==> src/rtl/shuffler_sched_pkg.sv <==
// Shared constants and stage-geometry helpers for the MDC shuffler sequencer.
package fft_shuffle_pkg;

  localparam int LOG2N_DEFAULT = 4;

  // Chain latency for the default size: the sum of all stage delays is N/2-1.
  localparam int TOTAL_LAT = (1 << (LOG2N_DEFAULT - 1)) - 1;

  // Delay-line depth (in pairs) of shuffler stage k.
  function automatic int stage_delay(input int log2n, input int k);
    return 1 << (log2n - 2 - k);
  endfunction

  // Cycles between a pair entering stage 0 and reaching stage k.
  function automatic int stage_offset(input int log2n, input int k);
    int acc;
    acc = 0;
    for (int j = 0; j < k; j++) acc += stage_delay(log2n, j);
    return acc;
  endfunction

endpackage

==> src/rtl/shuffler_sched_if.sv <==
// Handshake and status bundle between the frame source and the sequencer.
interface shuffler_sched_if #(
  parameter int LOG2N = 4
);
  logic             in_valid;
  logic             in_sof;
  logic             err_clr;
  logic [LOG2N-2:0] sel;
  logic             out_valid;
  logic             out_sof;
  logic             busy;
  logic             err;

  modport master (
    output in_valid, in_sof, err_clr,
    input  sel, out_valid, out_sof, busy, err
  );

  modport slave (
    input  in_valid, in_sof, err_clr,
    output sel, out_valid, out_sof, busy, err
  );
endinterface

==> src/rtl/shuffler_sched_stage.sv <==
// Per-stage sequencer: aligns valid/sof to the stage, counts the pair index
// and derives the pass/swap select. Stage 0 also flags framing errors.
module shuffle_stage_seq
  import fft_shuffle_pkg::*;
#(
  parameter int LOG2N = LOG2N_DEFAULT,
  parameter int STAGE = 0
) (
  input  logic clk,
  input  logic rst_n,
  input  logic v_in,     // valid track of the previous stage (stage 0: live input)
  input  logic s_in,     // sof track of the previous stage
  output logic v,        // valid as seen by this stage
  output logic s,        // sof as seen by this stage
  output logic sel,      // 0 = pass, 1 = swap
  output logic err_set   // framing violation seen this cycle (stage 0 only)
);
  localparam int CW     = LOG2N - 1;
  localparam int SELBIT = LOG2N - 2 - STAGE;

  logic [CW-1:0] cnt_reg;
  logic [CW-1:0] idx;

  generate
    if (STAGE == 0) begin : g_head
      logic v_prev_reg;

      assign v = v_in;
      assign s = s_in;

      // Remember last cycle's valid so a mid-frame drop is caught on its falling edge only.
      always_ff @(posedge clk or negedge rst_n) begin
        if (!rst_n) v_prev_reg <= 1'b0;
        else        v_prev_reg <= v;
      end

      // Premature sof, orphan pair (counts as index 0), or valid falling mid-frame.
      assign err_set = (s && (cnt_reg != '0)) ||
                       (v && !s && (cnt_reg == '0)) ||
                       (!v && v_prev_reg && (cnt_reg != '0));
    end else begin : g_tail
      localparam int DLY = stage_delay(LOG2N, STAGE - 1);

      logic [DLY-1:0] v_sr_reg;
      logic [DLY-1:0] s_sr_reg;

      if (DLY == 1) begin : g_one
        // Single-pair alignment delay behind the previous stage.
        always_ff @(posedge clk or negedge rst_n) begin
          if (!rst_n) begin
            v_sr_reg <= '0;
            s_sr_reg <= '0;
          end else begin
            v_sr_reg <= v_in;
            s_sr_reg <= s_in;
          end
        end
      end else begin : g_many
        // Free-running shift line matching the previous stage's data delay.
        always_ff @(posedge clk or negedge rst_n) begin
          if (!rst_n) begin
            v_sr_reg <= '0;
            s_sr_reg <= '0;
          end else begin
            v_sr_reg <= {v_sr_reg[DLY-2:0], v_in};
            s_sr_reg <= {s_sr_reg[DLY-2:0], s_in};
          end
        end
      end

      assign v       = v_sr_reg[DLY-1];
      assign s       = s_sr_reg[DLY-1];
      assign err_set = 1'b0;
    end
  endgenerate

  // A sof forces the index to 0 so a restarted frame realigns immediately.
  assign idx = s ? '0 : cnt_reg;
  assign sel = v & idx[SELBIT];

  // Pair counter advances only on valid pairs and wraps at N/2.
  always_ff @(posedge clk or negedge rst_n) begin
    if (!rst_n)  cnt_reg <= '0;
    else if (v)  cnt_reg <= idx + CW'(1);
  end

endmodule

==> src/rtl/shuffler_sched.sv <==
// Select/framing sequencer for a chain of 2-parallel MDC FFT shufflers.
module shuffler_sched
  import fft_shuffle_pkg::*;
#(
  parameter int LOG2N = LOG2N_DEFAULT
) (
  input  logic            clk,
  input  logic            rst_n,
  shuffler_sched_if.slave bus
);
  localparam int NSTAGES = LOG2N - 1;

  // chain[0] is the live input; chain[k+1] is the track as seen by stage k.
  logic [NSTAGES:0]   v_chain;
  logic [NSTAGES:0]   s_chain;
  logic [NSTAGES-1:0] sel_vec;
  logic [NSTAGES-1:0] err_set;
  logic               out_valid_reg;
  logic               out_sof_reg;
  logic               err_reg;

  // Gating with rst_n keeps the combinational stage-0 select quiet while reset is held.
  assign v_chain[0] = bus.in_valid & rst_n;
  assign s_chain[0] = bus.in_sof & v_chain[0];

  genvar gi;
  generate
    for (gi = 0; gi < NSTAGES; gi++) begin : g_stage
      shuffle_stage_seq #(
        .LOG2N (LOG2N),
        .STAGE (gi)
      ) u_stage (
        .clk     (clk),
        .rst_n   (rst_n),
        .v_in    (v_chain[gi]),
        .s_in    (s_chain[gi]),
        .v       (v_chain[gi+1]),
        .s       (s_chain[gi+1]),
        .sel     (sel_vec[gi]),
        .err_set (err_set[gi])
      );
    end
  endgenerate

  // The last stage always has a one-pair delay line; this closes the chain latency.
  always_ff @(posedge clk or negedge rst_n) begin
    if (!rst_n) begin
      out_valid_reg <= 1'b0;
      out_sof_reg   <= 1'b0;
    end else begin
      out_valid_reg <= v_chain[NSTAGES];
      out_sof_reg   <= s_chain[NSTAGES];
    end
  end

  // Sticky framing error; a new violation wins over a simultaneous clear.
  always_ff @(posedge clk or negedge rst_n) begin
    if (!rst_n)            err_reg <= 1'b0;
    else if (|err_set)     err_reg <= 1'b1;
    else if (bus.err_clr)  err_reg <= 1'b0;
  end

  assign bus.sel       = sel_vec;
  assign bus.out_valid = out_valid_reg;
  assign bus.out_sof   = out_sof_reg;
  assign bus.busy      = (|v_chain[NSTAGES:1]) | out_valid_reg;
  assign bus.err       = err_reg;

endmodule

==> src/flat_wrapper.sv <==
// flat-port wrapper written by rule: the top's interface ports become plain ports
module shuffler_sched_flat import fft_shuffle_pkg::*;
#(
  parameter int LOG2N = LOG2N_DEFAULT
)
  (clk, rst_n, bus_in_valid, bus_in_sof, bus_err_clr, bus_sel, bus_out_valid, bus_out_sof, bus_busy, bus_err);
  shuffler_sched_if #(.LOG2N(LOG2N)) bus_i ();
  input  logic clk;
  input  logic rst_n;
  input wire logic [$bits(bus_i.in_valid)-1:0] bus_in_valid;
  input wire logic [$bits(bus_i.in_sof)-1:0] bus_in_sof;
  input wire logic [$bits(bus_i.err_clr)-1:0] bus_err_clr;
  output wire logic [$bits(bus_i.sel)-1:0] bus_sel;
  output wire logic [$bits(bus_i.out_valid)-1:0] bus_out_valid;
  output wire logic [$bits(bus_i.out_sof)-1:0] bus_out_sof;
  output wire logic [$bits(bus_i.busy)-1:0] bus_busy;
  output wire logic [$bits(bus_i.err)-1:0] bus_err;
  assign bus_i.in_valid = bus_in_valid;
  assign bus_i.in_sof = bus_in_sof;
  assign bus_i.err_clr = bus_err_clr;
  assign bus_sel = bus_i.sel;
  assign bus_out_valid = bus_i.out_valid;
  assign bus_out_sof = bus_i.out_sof;
  assign bus_busy = bus_i.busy;
  assign bus_err = bus_i.err;
  shuffler_sched #(.LOG2N(LOG2N)) u_core (.clk(clk), .rst_n(rst_n), .bus(bus_i));
endmodule
==> config.mk <==
export PLATFORM = sky130hd
export DESIGN_NAME = shuffler_sched_flat
export DESIGN_NICKNAME = d
export VERILOG_FILES = /design/src/rtl/shuffler_sched_pkg.sv /design/src/rtl/shuffler_sched_if.sv /design/src/rtl/shuffler_sched_stage.sv /design/src/rtl/shuffler_sched.sv /design/src/flat_wrapper.sv
export SDC_FILE = /design/constraint.sdc
export NUM_CORES = 1
export LEC_CHECK = 0
export BUFFER_PORTS_ARGS = -buffer_cell sky130_fd_sc_hd__clkbuf_2
export CELL_PAD_IN_SITES_DETAIL_PLACEMENT = 1
export CELL_PAD_IN_SITES_GLOBAL_PLACEMENT = 1
export CORE_MARGIN = 2
export CORE_UTILIZATION = 49
export CTS_BUF_LIST = sky130_fd_sc_hd__clkbuf_8
export DETAILED_ROUTE_END_ITERATION = 12
export PLACE_DENSITY = 0.94
export SYNTH_ARGS = -nofsm -noshare
export SYNTH_HDL_FRONTEND = slang
export SYNTH_SLANG_ARGS = --single-unit
==> constraint.sdc <==
create_clock -name clk -period 2.5 [get_ports clk]
set_input_delay 0.125 -clock clk [delete_from_list [all_inputs] [get_ports clk]]
set_output_delay 0.125 -clock clk [all_outputs]
set_load 0.03 [all_outputs]
==> metrics <==
gr usage total 17.5%; PortBufs 11; Max VDD drop 0.460 mV; Via density 5.10; R2R depth 3; hold path endpoint u_core.bus.err; share of cells above drive strength 1 34.3%; max_cap viols 0; Top cell by count, worst path clkbuf_2; initial antenna violation count 0; via count 439; first-pass GRT wire length 2400 µm; min Tclk post-route 1.75 ns; CTS root buffer clkbuf_8; RSZ-0062 raised after global routing false; top cells by area, synth dfrtp_1, buf_4, mux2_2, o21ai_0, nor2b_1; clock slew at reported path FFs 0.07 ns; Yosys top cell by area dfrtp_1; final hold slack 0.0928 ns; vias in the first global route 529; clock latency on the worst-skew pair 0.25 ns; Detailed Place HPWL 1020 µm; relative slew slack 84.3%; hold crit path type input pin to flop; HP Start bus_err_clr; Slew Limit Fails 0; Critical R2R Capture u_core.g_stage[0].u_stage.cnt_reg[1]; most frequent cells in the layout dfrtp_1, clkbuf_2, nor2_1, o21ai_0; GPL Wtd Cong 0.730; #FFs+latches synth 21; NumNets Final 77; Core Area 1490 µm²; Final period util 70.1%; setup TNS 0 ns; sequential-to-total area share from yosys stat 68.5%; CP Class input pin to output pin; outcome finished clean; CTS tree done; H-tree level count 1; leakage 0.000439 µW; largest net degree at the start of global routing 20; final hold vios 0; DIE WIDTH 43.6 µm; yosys warns 0; die height 43.6 µm; global route total overflow 0; row count 14; CP max stage delay 0.53 ns; ant diodes 0; area grow syn2layout 15.2%; commonest non-fill, non-tap cell in the layout dfrtp_1; Setup crit start kind input pin; synthesized area per cell 13.7 µm²; Gate Count Post-Synth 56; Slew @ Worst Pin 0.235 ns; R2R Setup Slk 1.28 ns; Synth top area share 68.5%; Clock Sinks 21; total CTS buffers 3; worst path cell trace dlygate4sd3_1 -> clkbuf_2 -> nand2_4 -> inv_4 -> or4_4 -> clkbuf_2; setup bufs post-CTS 0; Required @ worst endpoint 2.38 ns; cell area after synthesis 767 µm²; Max clock buf depth 2; per-cell routed wire length 15.1 µm; power per standard cell area 904 nW/µm²; # setup viols final 0; distinct cell type count after synthesis 22; Max Freq 571 MHz; CP Max Fanout 7; Hold Path Stages 2; r2r startpoint u_core.g_stage[0].u_stage.cnt_reg[0]; CP endpoint kind output pin; DRC Markers 0; WL final 1300 µm; initial drt markers 0; Initial Util 51.5%; Synthesized Nets 62; Slowest cell on crit path dlygate4sd3_1; Critical Path AT 1.63 ns; die area 1900 µm²; final worst clock skew 0.00280 ns; antenna-violating nets left 0; top-level port count 12; DRT Pass-1 Iters 1
[critical path: cells and delay by family]
kind | cells | cell delay (ns)
buf+inv | 4 | 0.96
simple gates | 2 | 0.53
[through the flow]
stage                     utilization (%)  cell area [µm²]  std cells  worst slack, ns  total power (µW)
after floorplan                         -              767         56             1.32               548
after global placement               55.5              827         81             1.26               581
after detailed placement             55.5              827         81             1.22               596
after CTS                            59.3              883         86            0.731               807
after global routing                 59.3              883         86            0.694               849
final                                59.3              883         86            0.747               799
[logic make-up after synthesis]
group                    after synthesis  synth area share [%]
AND/OR/NAND/NOR                       17                  13.9
flip-flops                            21                  68.5
AO/OA/AOI/OAI                          8                  7.18
adder cells (fa/ha/maj)                1                  1.63
XOR/XNOR                               1                  1.14
multiplexers                           2                  2.94
buffers and inverters                  6                  4.73
[power by group]
part / total (µW) / switching (µW) / internal [µW]
clock: 212 / 101 / 111
sequential: 427 / 39.1 / 388
combinational: 160 / 85.6 / 74.5
total: 799 / 226 / 573
[what timing repair did]
action | 4_1_cts | 5_1_grt
setup endpoints to repair | 0 | 0
gates resized for setup | 0 | 0
endpoints found under the hold margin | 21 | 0
hold buffers | 1 | 0
[cell usage after synthesis (all sizes together)]
cell type,count
or4,1
o221ai,1
buf,3
nor2,4
xnor2,1
and3,1
inv,3
nor2b,3
ha,1
o22ai,1
nor3,1
nand3b,1
a22o,1
o21ai,4
mux2,2
nand2,4
dfrtp,21
a21oi,1
and2,1
nor3b,1
[layout make-up]
class | instances | area, µm²
clock inverters | 1 | 5.00
well taps | 16 | 20.0
multi-input cells | 29 | 205
inverters | 3 | 13.8
repair buffers | 13 | 72.6
flip-flops and latches | 21 | 526
fillers | 152 | 606
clock buffers | 3 | 41.3
[worst max path at each step]
stage	startpoint	end	slack, ns	cells after the start
6_report	rst_n	bus_busy	0.75	6
5_1_grt	rst_n	bus_busy	0.69	6
3_3_place_gp	u_core.g_stage[1].u_stage.g_tail.v_sr_reg[3]	bus_busy	1.26	2
2_1_floorplan	u_core.bus.out_valid	bus_busy	1.32	1
3_5_place_dp	rst_n	u_core.g_stage[0].u_stage.cnt_reg[1]	1.22	5
4_1_cts	rst_n	bus_busy	0.73	6
[per-layer routing]
metal	track usage, %	wire (µm)
met4	5.45	0
met1	22.0	556
met3	3.75	41
met5	0	0
met2	30.3	703
(Power assumes the default switching activity.)
